$ cat config.mk
export PLATFORM = sky130hd
export DESIGN_NAME = vga_fb_arbiter
export DESIGN_NICKNAME = d
export VERILOG_FILES = /design/src/rtl/vga_fb_arbiter.sv
export SDC_FILE = /design/constraint.sdc
export NUM_CORES = 1
export LEC_CHECK = 0
export ABC_AREA = 1
export CAP_MARGIN = 15
export CORE_ASPECT_RATIO = 0.6
export CORE_MARGIN = 2
export CORE_UTILIZATION = 40
export DETAILED_ROUTE_END_ITERATION = 8
export GPL_TIMING_DRIVEN = 1
export SYNTH_ARGS = -nofsm -noshare
export SYNTH_HDL_FRONTEND = slang
export SYNTH_SLANG_ARGS = --single-unit
$ cat constraint.sdc
create_clock -name vga_clock -period 3.1 [get_ports vga_clock]
set_input_delay 0.775 -clock vga_clock [delete_from_list [all_inputs] [get_ports vga_clock]]
set_output_delay 0.775 -clock vga_clock [all_outputs]
set_load 0.1 [all_outputs]
$ cat src/rtl/vga_fb_arbiter.sv
`default_nettype none
// ============================================================================
//  Module   : vga_fb_arbiter
//  Purpose  : Shares one single-port frame-buffer memory between VGA scanout
//             reads and a buffered pixel-writer client. Scanout owns the
//             memory whenever at_display_area is high; queued writes drain
//             only in blanking cycles. Returned pixels are realigned to the
//             memory read latency.
//  Ports    : vga_clock, reset_n        - pixel clock, async active-low reset
//             hcount, vcount,
//             at_display_area           - VGA timing generator inputs
//             wr_valid/wr_ready,
//             wr_addr/wr_data           - pixel-writer request channel
//             mem_addr/mem_we/
//             mem_wdata/mem_rdata       - single-port memory (addr MSB = bank)
//             pix_data/pix_valid        - latency-aligned scanout pixel
//             fifo_level, drop_count    - write queue occupancy, refusals
//             swap_req/swap_done        - bank swap (FB_DOUBLE_BUFFER_EN only)
//  Options  : `define FB_DOUBLE_BUFFER_EN for front/back bank double buffering;
//             otherwise the bank bit of mem_addr is constant 0.
//  Revision : 1.0  initial release
// ============================================================================
module vga_fb_arbiter #(
    parameter int H_ACTIVE   = 640,
    parameter int V_ACTIVE   = 480,
    parameter int ADDR_W     = 19,
    parameter int DATA_W     = 12,
    parameter int FIFO_DEPTH = 16,
    parameter int RD_LAT     = 2
) (
    input  logic                            vga_clock,
    input  logic                            reset_n,
    input  logic [9:0]                      hcount,
    input  logic [9:0]                      vcount,
    input  logic                            at_display_area,
    input  logic                            wr_valid,
    output logic                            wr_ready,
    input  logic [ADDR_W-1:0]               wr_addr,
    input  logic [DATA_W-1:0]               wr_data,
    output logic [ADDR_W:0]                 mem_addr,
    output logic                            mem_we,
    output logic [DATA_W-1:0]               mem_wdata,
    input  logic [DATA_W-1:0]               mem_rdata,
    output logic [DATA_W-1:0]               pix_data,
    output logic                            pix_valid,
    output logic [$clog2(FIFO_DEPTH):0]     fifo_level,
`ifdef FB_DOUBLE_BUFFER_EN
    input  logic                            swap_req,
    output logic                            swap_done,
`endif
    output logic [15:0]                     drop_count
);

    localparam int PTR_W = $clog2(FIFO_DEPTH);
    localparam int CNT_W = PTR_W + 1;

    localparam logic [9:0]       c_v_active = 10'(V_ACTIVE);
    localparam logic [CNT_W-1:0] c_full     = CNT_W'(FIFO_DEPTH);

    // Parameter sanity checks, evaluated at elaboration.
    generate
        if (H_ACTIVE * V_ACTIVE > (1 << ADDR_W)) begin : g_chk_geometry
            $error("vga_fb_arbiter: H_ACTIVE*V_ACTIVE exceeds 2**ADDR_W");
        end
        if ((FIFO_DEPTH < 2) || ((1 << PTR_W) != FIFO_DEPTH)) begin : g_chk_depth
            $error("vga_fb_arbiter: FIFO_DEPTH must be a power of 2 and >= 2");
        end
        if ((RD_LAT < 1) || (RD_LAT > 4)) begin : g_chk_lat
            $error("vga_fb_arbiter: RD_LAT must be 1..4");
        end
    endgenerate

    typedef enum logic [1:0] {
        ST_IDLE    = 2'd0,
        ST_DISPLAY = 2'd1,
        ST_DRAIN   = 2'd2
    } state_t;

    state_t              r_state;
    state_t              w_state_next;

    // Write FIFO
    logic [ADDR_W-1:0]   r_fifo_addr [FIFO_DEPTH];
    logic [DATA_W-1:0]   r_fifo_data [FIFO_DEPTH];
    logic [PTR_W-1:0]    r_wr_ptr;
    logic [PTR_W-1:0]    r_rd_ptr;
    logic [CNT_W-1:0]    r_count;
    logic [CNT_W-1:0]    w_count_next;
    logic                r_not_full;
    logic                w_empty;
    logic                w_push;
    logic                w_pop;
    logic                w_drop;
    logic [15:0]         r_drop_count;

    // Scanout
    logic [ADDR_W-1:0]   r_scan_addr;
    logic                r_frame_ok;
    logic [RD_LAT:0]     r_valid_sr;

    // Memory port
    logic [ADDR_W:0]     r_mem_addr;
    logic                r_mem_we;
    logic [DATA_W-1:0]   r_mem_wdata;
    logic [ADDR_W:0]     w_mem_addr_d;
    logic                w_mem_we_d;
    logic [DATA_W-1:0]   w_mem_wdata_d;

    logic                w_front_bank;
    logic                w_back_bank;

`ifdef FB_DOUBLE_BUFFER_EN
    logic                r_front_bank;
    logic                r_swap_pending;
    logic                w_do_swap;

    // hcount==0 at vcount==V_ACTIVE occurs on exactly one cycle per frame.
    assign w_do_swap    = r_swap_pending && (vcount == c_v_active) && (hcount == 10'd0);
    assign w_front_bank = r_front_bank;
    assign w_back_bank  = ~r_front_bank;
    assign swap_done    = w_do_swap;
`else
    // hcount only matters for the bank-swap boundary.
    logic                w_unused_hcount;
    assign w_unused_hcount = ^hcount;
    assign w_front_bank    = 1'b0;
    assign w_back_bank     = 1'b0;
`endif

    assign w_empty = (r_count == '0);

    // Ready is the registered not-full flag, widened by a same-cycle pop so a
    // full queue keeps accepting while it drains. The pop term depends only
    // on at_display_area and registered occupancy, never on wr_valid.
    assign wr_ready = r_not_full | w_pop;
    assign w_push   = wr_valid & wr_ready;
    assign w_drop   = wr_valid & ~wr_ready;

    always_comb begin
        w_count_next = r_count;
        unique case ({w_push, w_pop})
            2'b10:   w_count_next = r_count + CNT_W'(1);
            2'b01:   w_count_next = r_count - CNT_W'(1);
            default: w_count_next = r_count;
        endcase
    end

    // Arbiter next state and the memory command to be registered. The pop is
    // decided from the next state so writes drain from the very first
    // blanking cycle.
    always_comb begin
        w_state_next  = r_state;
        w_pop         = 1'b0;
        w_mem_addr_d  = '0;
        w_mem_we_d    = 1'b0;
        w_mem_wdata_d = '0;

        unique case (r_state)
            ST_IDLE:    if (!w_empty) w_state_next = ST_DRAIN;
            ST_DISPLAY: w_state_next = w_empty ? ST_IDLE : ST_DRAIN;
            ST_DRAIN:   if (w_empty) w_state_next = ST_IDLE;
            default:    w_state_next = ST_IDLE;
        endcase
        if (at_display_area) begin
            w_state_next = ST_DISPLAY;
        end

        unique case (w_state_next)
            ST_DISPLAY: begin
                w_mem_addr_d = {w_front_bank, r_scan_addr};
            end
            ST_DRAIN: begin
                w_pop         = 1'b1;
                w_mem_we_d    = 1'b1;
                w_mem_addr_d  = {w_back_bank, r_fifo_addr[r_rd_ptr]};
                w_mem_wdata_d = r_fifo_data[r_rd_ptr];
            end
            default: ;
        endcase
    end

    // FIFO storage carries no reset; occupancy alone defines validity.
    always_ff @(posedge vga_clock) begin
        if (w_push) begin
            r_fifo_addr[r_wr_ptr] <= wr_addr;
            r_fifo_data[r_wr_ptr] <= wr_data;
        end
    end

    always_ff @(posedge vga_clock or negedge reset_n) begin
        if (!reset_n) begin
            r_state      <= ST_IDLE;
            r_wr_ptr     <= '0;
            r_rd_ptr     <= '0;
            r_count      <= '0;
            r_not_full   <= 1'b0;
            r_drop_count <= '0;
            r_scan_addr  <= '0;
            r_frame_ok   <= 1'b0;
            r_valid_sr   <= '0;
            r_mem_addr   <= '0;
            r_mem_we     <= 1'b0;
            r_mem_wdata  <= '0;
        end else begin
            r_state     <= w_state_next;
            r_count     <= w_count_next;
            r_not_full  <= (w_count_next != c_full);
            r_mem_addr  <= w_mem_addr_d;
            r_mem_we    <= w_mem_we_d;
            r_mem_wdata <= w_mem_wdata_d;

            if (w_push) r_wr_ptr <= r_wr_ptr + PTR_W'(1);
            if (w_pop)  r_rd_ptr <= r_rd_ptr + PTR_W'(1);

            if (w_drop && (r_drop_count != 16'hFFFF)) begin
                r_drop_count <= r_drop_count + 16'd1;
            end

            if (vcount >= c_v_active) begin
                r_scan_addr <= '0;
            end else if (at_display_area) begin
                r_scan_addr <= r_scan_addr + ADDR_W'(1);
            end

            // After a reset the scan address is only trustworthy once a
            // vertical blank has been observed.
            if (vcount >= c_v_active) begin
                r_frame_ok <= 1'b1;
            end

            // One stage for the registered address plus RD_LAT memory stages.
            r_valid_sr <= {r_valid_sr[RD_LAT-1:0], at_display_area & r_frame_ok};
        end
    end

`ifdef FB_DOUBLE_BUFFER_EN
    always_ff @(posedge vga_clock or negedge reset_n) begin
        if (!reset_n) begin
            r_front_bank   <= 1'b0;
            r_swap_pending <= 1'b0;
        end else begin
            r_swap_pending <= (r_swap_pending & ~w_do_swap) | swap_req;
            if (w_do_swap) begin
                r_front_bank <= ~r_front_bank;
            end
        end
    end
`endif

    assign mem_addr   = r_mem_addr;
    assign mem_we     = r_mem_we;
    assign mem_wdata  = r_mem_wdata;
    assign pix_valid  = r_valid_sr[RD_LAT];
    assign pix_data   = pix_valid ? mem_rdata : '0;
    assign fifo_level = r_count;
    assign drop_count = r_drop_count;

endmodule
`default_nettype wire

* After elaboration in Yosys (flattened, before gate mapping)
Memories as Yosys holds them, arrays and structs flattened.
Index checks and enable logic that the tools add are counted.
** Storage, ports and cells
- Bits in registers :: 88
- Output and inout port bits :: 68
- Memories kept :: 2
- RAM bits :: 496
** Operators by class
- Bitwise logic cells :: 5
- Reductions and logical operators :: 4
- Eq/ne operators :: 8
- $add $sub $neg :: 6
- Mux-type cells :: 14
- $lt $le $gt $ge :: 1
** Memory list
- r_fifo_addr :: depth 16, bits a word 19, read ports 1, clocked after memory_dff 0, write ports 1, RTL line 83 : logic [ADDR_W-1:0] r_fifo_addr [FIFO_DEPTH];
- r_fifo_data :: depth 16, bits a word 12, read ports 1, clocked after memory_dff 0, write ports 1, RTL line 84 : logic [DATA_W-1:0] r_fifo_data [FIFO_DEPTH];
** Operators with widths (count)
- 19-bit 2-to-1 mux :: 2
- 19-bit case mux with 2 select lines :: 1
- 12-bit 2-to-1 mux :: 2
- 19-bit by 1-bit adder with 19-bit output, second input constant :: 1
- 16-bit by 1-bit adder with 16-bit output, second input constant :: 1
- 16-bit != test, second input constant :: 1
- 10-bit by 9-bit greater-or-equal comparator with 1-bit output, second input constant :: 1
- 5-bit case mux with 2 select lines :: 1
- 4-bit by 1-bit adder with 4-bit output, second input constant :: 2
- 2-bit 2-to-1 mux :: 4
- 2-bit by 1-bit == test with 1-bit output, second input constant :: 3
- 2-bit == test, second input constant :: 3
- 2-bit case mux with 3 select lines :: 1
- 5-bit by 1-bit adder with 5-bit output, second input constant :: 1
- 5-bit zero test :: 1
- 5-bit != test, second input constant :: 1
- 5-bit by 1-bit subtractor with 5-bit output, second input constant :: 1
- 1-bit AND :: 3
- 1-bit 2-to-1 mux :: 3
- 2-bit zero test :: 1
- 2-bit nonzero test :: 1
- 1-bit logical AND :: 1
- 1-bit NOT :: 1
- 1-bit bitwise OR :: 1

* Depth between registers and ports, before layout
- Depth after elaboration :: 11
- Gate-level depth with buffers :: 21
- Depth with buffers taken out :: 20

* Worst setup path after synthesis
Ideal clock, no wire load.
- Path type :: register to register
- From :: reg r_count[2] (netlist: fifo_level[2])
- To :: mem r_fifo_addr[0][0] (enable)
- Arrival :: 3.869 ns
- Setup slack :: -1.188 ns
- Period minus slack after synthesis :: 4.288 ns
- Stages on the path, launching flop included :: 12
- Cells stage by stage :: dfrtp_1 > inv_1 > nand3_1 > o211ai_1 > inv_1 > ha_1 > buf_6 > or2_4 > nand2_1 > inv_1 > nand2_1 > nor2_1
** Between the ends
- Longest elaborated chain between the ends :: 10
** RTL lines
- start: declaration :: RTL line 87 : logic [CNT_W-1:0] r_count;
- start signal: assignment :: RTL line 206 : r_count <= w_count_next;
- 5-bit zero test * :: RTL line 130 : assign w_empty = (r_count == '0);
- 2-bit 2-to-1 mux, on equally long branches :: RTL line 161, 159, 160
- 2-bit case mux with 3 select lines * :: RTL line 158 : unique case (r_state)
- 2-bit 2-to-1 mux * :: RTL line 164 : if (at_display_area) begin
- net w_state_next[1] :: RTL line 80 : state_t w_state_next;
- 2-bit == test *
- 1-bit 2-to-1 mux *
- net w_mem_we_d :: RTL line 106 : logic w_mem_we_d;
- 1-bit bitwise OR * :: RTL line 135 : assign wr_ready = r_not_full | w_pop;
- net wr_ready :: RTL line 37 : output logic wr_ready,
- 1-bit AND * :: RTL line 136 : assign w_push = wr_valid & wr_ready;
- 1-bit 2-to-1 mux * :: RTL line 184 : if (w_push) begin
- 1-bit 2-to-1 mux (not written as such) * :: RTL line 185 : r_fifo_addr[r_wr_ptr] <= wr_addr;
- end: declaration :: RTL line 83
The timed path passes the listed nets; every way through them passes the cells marked *.

* Worst setup path after layout
- From :: in at_display_area
- To :: out wr_ready
** Between the ends
- Longest elaborated chain between the ends :: 4
** RTL lines
- start: declaration :: RTL line 35 : input logic at_display_area,
- 2-bit 2-to-1 mux :: RTL line 164
- net w_state_next[1] :: RTL line 80
- 2-bit == test
- 1-bit 2-to-1 mux
- net w_mem_we_d :: RTL line 106
- 1-bit bitwise OR :: RTL line 135
- end: declaration :: RTL line 37
The timed path passes the listed nets, and every way through them passes these cells.

==> flow_summary.toml <==
[sta]
rsz0062_at_grt = "yes"
finalCritPeriodShare_pct = 100
slew_headroom_pct = 40.7
fin_skew_ns = 0.0317
post-route-worst-setup-slack_ns = -0.00387
whs_ns = 0.202
worstMarginPinSlew_ns = 0.887
fin_crit_ns = 3.10
max_freq_mhz = 322
finalHoldViolCount = 0
setup_viol = 1
drv_slew = 0
fin_setup_tns_ns = -0.00387

[min_path]
hold_path.class = "primary input to async pin"

[global_routing]
first_global_vias = 15200
antenna_found_initial = 2
grt_max_degree = 127
grt.total_usage_pct = 20.2
overflow = 0
grt_pass1_wl_um = 95600

[clocking]
path_clk_slew_ns = 0.07
cts_sinks = 583
cts_made_buffers = 54
clk_latency_ns = 0.62
cts_tree = "yes"
cts.path.max_buffers = 3
root_buffer = "clkbuf_16"
cts_htree_levels = 2

[layout]
syn_to_final_growth_pct = 19.3
final_nets = 2327
fillers = 5215
drive_gt1_share_pct = 12.7

[detailed_routing]
viasPerCell = 5.27
drtAntennaViolNets = 0
drt-total-wl_um = 63000
drtIter0Drc = 1766
drtPass1Iterations = 6
drt-met1-wl_um = 30300
wl_met2_um = 26600
route.met3.wl_um = 4850
wire_per_inst_um = 20.5
drc = 0
top_layer = "met4"
vias = 16200

[placed_design]
dpl.hpwl_um = 38800
port_buffers = 118
gp_congestion = 0.858

[synthesis]
synth_xor_area_share_pct = 0.621
muxShareOfSynthArea_pct = 0
syn-cell-area_mm2 = 0.0240
avgSynthCellArea_um2 = 11.5
yosysTopAreaCell = "edfxtp_1"
synth-compound-area-share_pct = 1.46
synth_top_area_share_pct = 62.1
synthAdderAreaFrac_pct = 0.626
synth-seq-cells = 583
synth.most_common_cell = "nand2_1"
yosys_warnings = 0
synth_top_family_by_area = "simple AND/OR/NAND/NOR gates"
synthTopCellsByArea = "edfxtp_1 62%, nand2_1 10%, nand3_1 9.7%"
synth.net_count = 2169
seq_area_frac_synth_pct = 71.2
synth_edf_count = 496
synthSimpleGateAreaFrac_pct = 22.0
ys_types = 34
postSynthCellCount = 2090
yosys_most_used_dff = "edfxtp_1"
synthTopCellsByCount = "659 x nand2_1, 496 x edfxtp_1, 467 x nand3_1"
synthArstFlopShare_pct = 14.9

[critical_path]
crit_arrival_ns = 2.33
path_class = "primary input to output pin"
rrSetupSlack_ns = 0.25
r2r-start = "fifo_level[2]"
r2r-end = "mem_addr[18]"
endpoint = "wr_ready"
critical_path_required_ns = 2.32
critical_path.startpoint = "at_display_area"
worstRegToRegCells = 15
cp-start-kind = "primary input"
cp_max_fo = 3
cp-end-kind = "output pin"

[pwr]
leakagePower_nw = 10.7
p_per_area_mw_per_mm2 = 896
ir_drop_mv = 0.568

[outcome]
violations = "negative setup slack"
outcome = "complete, but fails checks"

[die]
initial_core_util_pct = 40.5
dieWidth_um = 320
core_mm2 = 0.0592
dieHeight_um = 194
rows = 69
io_pins = 135
die_area_mm2 = 0.0620

[run]
cap_violations = 0
-- report_power, final --
| group | switching [W] | internal, W | leakage, nW | total [W] |
|---|---|---|---|---|
| clock | 0.00292 | 0.00394 | 0.871 | 0.00686 |
| sequential | 0.000367 | 0.00941 | 5.61 | 0.00978 |
| combinational | 0.00647 | 0.00253 | 4.17 | 0.00900 |
-- placed cells by master, fill, tap and decap left out, types with 16 or more instances in the layout --
master,synthesis,routed
nor2_1,53,37
buf_4,15,124
clkbuf_16,0,54
clkdlybuf4s50_1,0,50
nand4_1,17,17
nand3_1,467,467
nor2_4,0,16
o21ai_0,22,21
edfxtp_1,496,496
a21oi_1,27,27
buf_12,1,45
nand2_1,659,655
inv_1,67,66
dfrtp_1,87,79
-- cell families after synthesis --
kind of cell,count (synthesis)
buffers and inverters,188
AOI/OAI and AO/OA,65
other,1
xor gates and xnor gates,17
and+or+nand+nor,1224
DFF,583
adders and majority gates,12
-- stage by stage --
step                area, um^2  setup WS [ns]  total power [W]  util (%)  cells
floorplan                24200        0.00462           0.0159         -   2090
global placement         26700         -0.383           0.0188      45.1   2960
detailed placement       26700         -0.361           0.0189      45.1   2960
CTS                      28600        0.00454           0.0258      48.3   3072
global route             28600        -0.0769           0.0269      48.3   3073
finish                   28600       -0.00387           0.0256      48.3   3074
-- routing by layer --
metal	track usage, %	up-vias
met5	0	-
met4	4.68	0
met3	3.60	74
met2	28.4	614
met1	32.1	7899
li1	-	7598
-- worst min path at each step --
stage | from | to | slack [ns] | cells after the start
floorplan | r_valid_sr[0] | r_valid_sr[1] | 0.33 | 0
global placement | r_valid_sr[0] | r_valid_sr[1] | 0.33 | 0
detailed placement | r_valid_sr[1] | r_valid_sr[2] | 0.34 | 0
CTS | reset_n | drop_count[3] | 0.20 | 1
global route | reset_n | drop_count[3] | 0.25 | 1
finish | reset_n | drop_count[3] | 0.20 | 1
-- registers in the layout (all words and copies together), names as in the netlist, 3 cells and up --
| signal | count |
|---|---|
| r_fifo_addr | 304 |
| r_fifo_data | 192 |
| mem_addr | 19 |
| r_scan_addr | 19 |
| drop_count | 16 |
| mem_wdata | 12 |
| fifo_level | 5 |
| r_rd_ptr | 4 |
| r_wr_ptr | 4 |
| r_valid_sr | 3 |
-- cell type report --
type | instances | area [um^2] | area share, %
diodes | 1 | 2.50 | 0.00875
clock inverters | 30 | 383 | 1.34
well taps | 781 | 977 | 3.42
clock buffers | 70 | 1430 | 5.00
inverters | 71 | 274 | 0.958
flip-flops and latches | 583 | 17100 | 59.8
repair buffers | 219 | 2330 | 8.15
multi-input cells | 1319 | 6110 | 21.4
-- critical path, cell delays in order --
cell and delay [ns]:
clkdlybuf4s50_1 0.57, inv_1 0.10, o211ai_1 0.13, inv_1 0.13, ha_4 0.18, or2_4 0.26
buf_12 0.17
-- repair_timing --
item | 4_1_cts | 5_1_grt
gates resized for setup | 0 | 2
buffers inserted | 13 | 1
hold buffers | 0 | 0
pin swaps | 4 | 2
endpoints found under the setup margin | 1 | 21
endpoints found under the hold margin | 0 | 0
Power figures use the tool's default switching activity.
==> patch (same settings) <==
The option `FB_DOUBLE_BUFFER_EN` is turned on by a define.
--- a/src/rtl/vga_fb_arbiter.sv
+++ b/src/rtl/vga_fb_arbiter.sv
@@ -20,6 +20,8 @@
 //             otherwise the bank bit of mem_addr is constant 0.
 //  Revision : 1.0  initial release
 // ============================================================================
+`define FB_DOUBLE_BUFFER_EN
+
 module vga_fb_arbiter #(
     parameter int H_ACTIVE   = 640,
     parameter int V_ACTIVE   = 480,
Ports: changed (added swap_done and swap_req); port bits go from 135 to 137. The function was not compared with the original's and may differ.
==> patch against the original RTL <==
- setup slack improved by 0.086 ns
- area after synthesis increased by 0.60%
- sequential cell count is 3 higher
- synthesized cell count grew 0.67%
- register-to-register slack about the same
- routed wire length grew 1.9%
- final area grew 0.77%
- total power rose by 0.26%
- combinational power is 1% higher
- utilization rose by 0.23 points
- critical path type is now reg2out
==> patch: results (changes against the original RTL) <==
route:
  post_drt_wl_per_cell_um: 20.75  # +1.3%
  vias_per_cell: 5.309  # +0.83%
  vias: 16420  # +1.4%
  first_pass_iters: 6  # unchanged
  first_iter_violations: 1997  # +13%
grt:
  grt_pass1_vias: 15360  # +0.91%
  grt_max_degree: 127  # unchanged
  grt_antenna_before_repair: 1  # -1
  grt_pass1_wl_um: 96690  # +1.1%
  track_usage: 0.2045  # +0.002755
synth:
  yosysWarnings: 0  # unchanged
  synthTopCellsByCount: "nand2_1 (656), edfxtp_1 (496), nand3_1 (464), dfrtp_1 (90), inv_1 (71)"
  synth_nets: 2184  # +0.69%
  ys_types: 38  # +12%
  ys.flop_type: "edfxtp_1"
  synth_cells: 2104  # +0.67%
  async_reset_ff_frac: 0.1536  # +0.004355
  synth_top_cells_by_area: "edfxtp_1 (62%), nand2_1 (10%), nand3_1 (9.6%)"
  synth_edf_count: 496  # unchanged
  synth_seq_area_share: 0.7108  # -0.001134
placed_design:
  portBuffers: 136  # +15%
  dp.cells: 2987  # +0.91%
  gp_congestion: 0.8892  # +3.7%
  placed_area_um2: 27010  # +1.2%
  dp_hpwl_um: 39830  # +2.6%
  dp_slack_ns: -0.3001  # +0.06078 ns
outcome:
  status: "finished clean"
cells_and_area:
  drive_gt1_frac: 0.1268  # -0.0001784
  diodes: 0  # -1
  top_register: "r_fifo_addr"
  nets: 2345  # +0.77%
  largest_register_ffs: 304  # unchanged
timing:
  holdWs_ns: 0.1223  # -0.07994 ns
  tightest_slew_ns: 0.8564  # -0.03073 ns
  finalSetupViolations: 0  # -1
  finalClockSkew_ns: 0.02294  # -0.008747 ns
min_path:
  hold_path.class: "in2async"
critical_path:
  reg2reg_depth: 18  # +3
  r2r_setup_slack_ns: 0.25  # about the same
  r2r_start: "fifo_level[4]"
  timing.rr.end: "r_not_full"
  arrival_ns: 2.24  # -0.09 ns
  path_max_fanout: 3  # unchanged
clock_network:
  h-tree-depth: 2  # unchanged
  cts_buffer_depth: 3  # unchanged
  clk_pin_slew_ns: 0.07  # about the same
  clk_latency_ns: 0.62  # about the same
  clock-root-buffer: "clkbuf_16"
  cts_buffers: 55  # +1.9%
pwr:
  cellLeakagePower_uw: 0.01072  # +0.66%
  max-vdd-ir-drop_mv: 0.6240  # +9.8%
  swShare: 0.3910  # +0.01039
patch: worst max path at each step:
| stage | depth (start not counted) | startpoint | to |
|---|---|---|---|
| 2_1_floorplan | 19 | at_display_area | r_not_full |
| 3_3_place_gp | 18 | at_display_area | r_not_full |
| 3_5_place_dp | 18 | at_display_area | r_not_full |
| 4_1_cts | 9 | fifo_level[4] | wr_ready |
| 5_1_grt | 9 | fifo_level[4] | wr_ready |
| 6_report | 9 | fifo_level[4] | wr_ready |
patch: power groups by stage:
stage / clock, uW / sequential (uW) / combinational, uW
after CTS: 6890 / 9860 / 9070
after floorplan: 0 / 11100 / 5090
final: 6750 / 9860 / 9090
after global placement: 0 / 10000 / 8920
after detailed placement: 0 / 10000 / 9040
after global routing: 7150 / 9930 / 9870
patch: logic make-up after synthesis:
logic type,count (synthesis),share of synthesized area
AND/OR/NAND/NOR,1227,0.2200
XOR/XNOR,16,0.005809
AO/OA/AOI/OAI,72,0.01712
buffers and inverters,191,0.04014
adder cells (fa/ha/maj),12,0.006224
flip-flops,586,0.7108
patch: worst max-delay path, cell delays in order (launching register included):
cell and delay, ns:
dfrtp_2 0.43, nor3_2 0.19, nand3_1 0.14, o211ai_1 0.14, inv_1 0.12, ha_4 0.19, inv_4 0.07, nand2_8 0.05
buf_4 0.14, buf_12 0.16
patch: timing repair:
item	in CTS	in global routing
pin swaps	0	2
gates resized for setup	1	2
endpoints found under the setup margin	1	2
buffers inserted	0	2
hold buffers	0	0
patch: layer usage:
layer | GRT usage | share of wire
met5 | 0 | 0
met4 | 0.04206 | 0.016
met3 | 0.03750 | 0.079
met2 | 0.2833 | 0.42
met1 | 0.3309 | 0.49
patch: layout make-up:
type,count,area [um2]
fillers,5266,30570
flip-flops and latches,586,17160
multi-input cells,1327,6176
repair buffers,219,2435
clock buffers,63,1406
well taps,781,977.2
clock inverters,40,371.6
inverters,76,297.8
patch: through the flow:
stage               TNS [ns]  total power [uW]
floorplan             -64.53             16180
global placement      -3.406             18920
detailed placement    -9.568             19060
CTS                        0             25820
global route        -0.02675             26950
finish                     0             25710
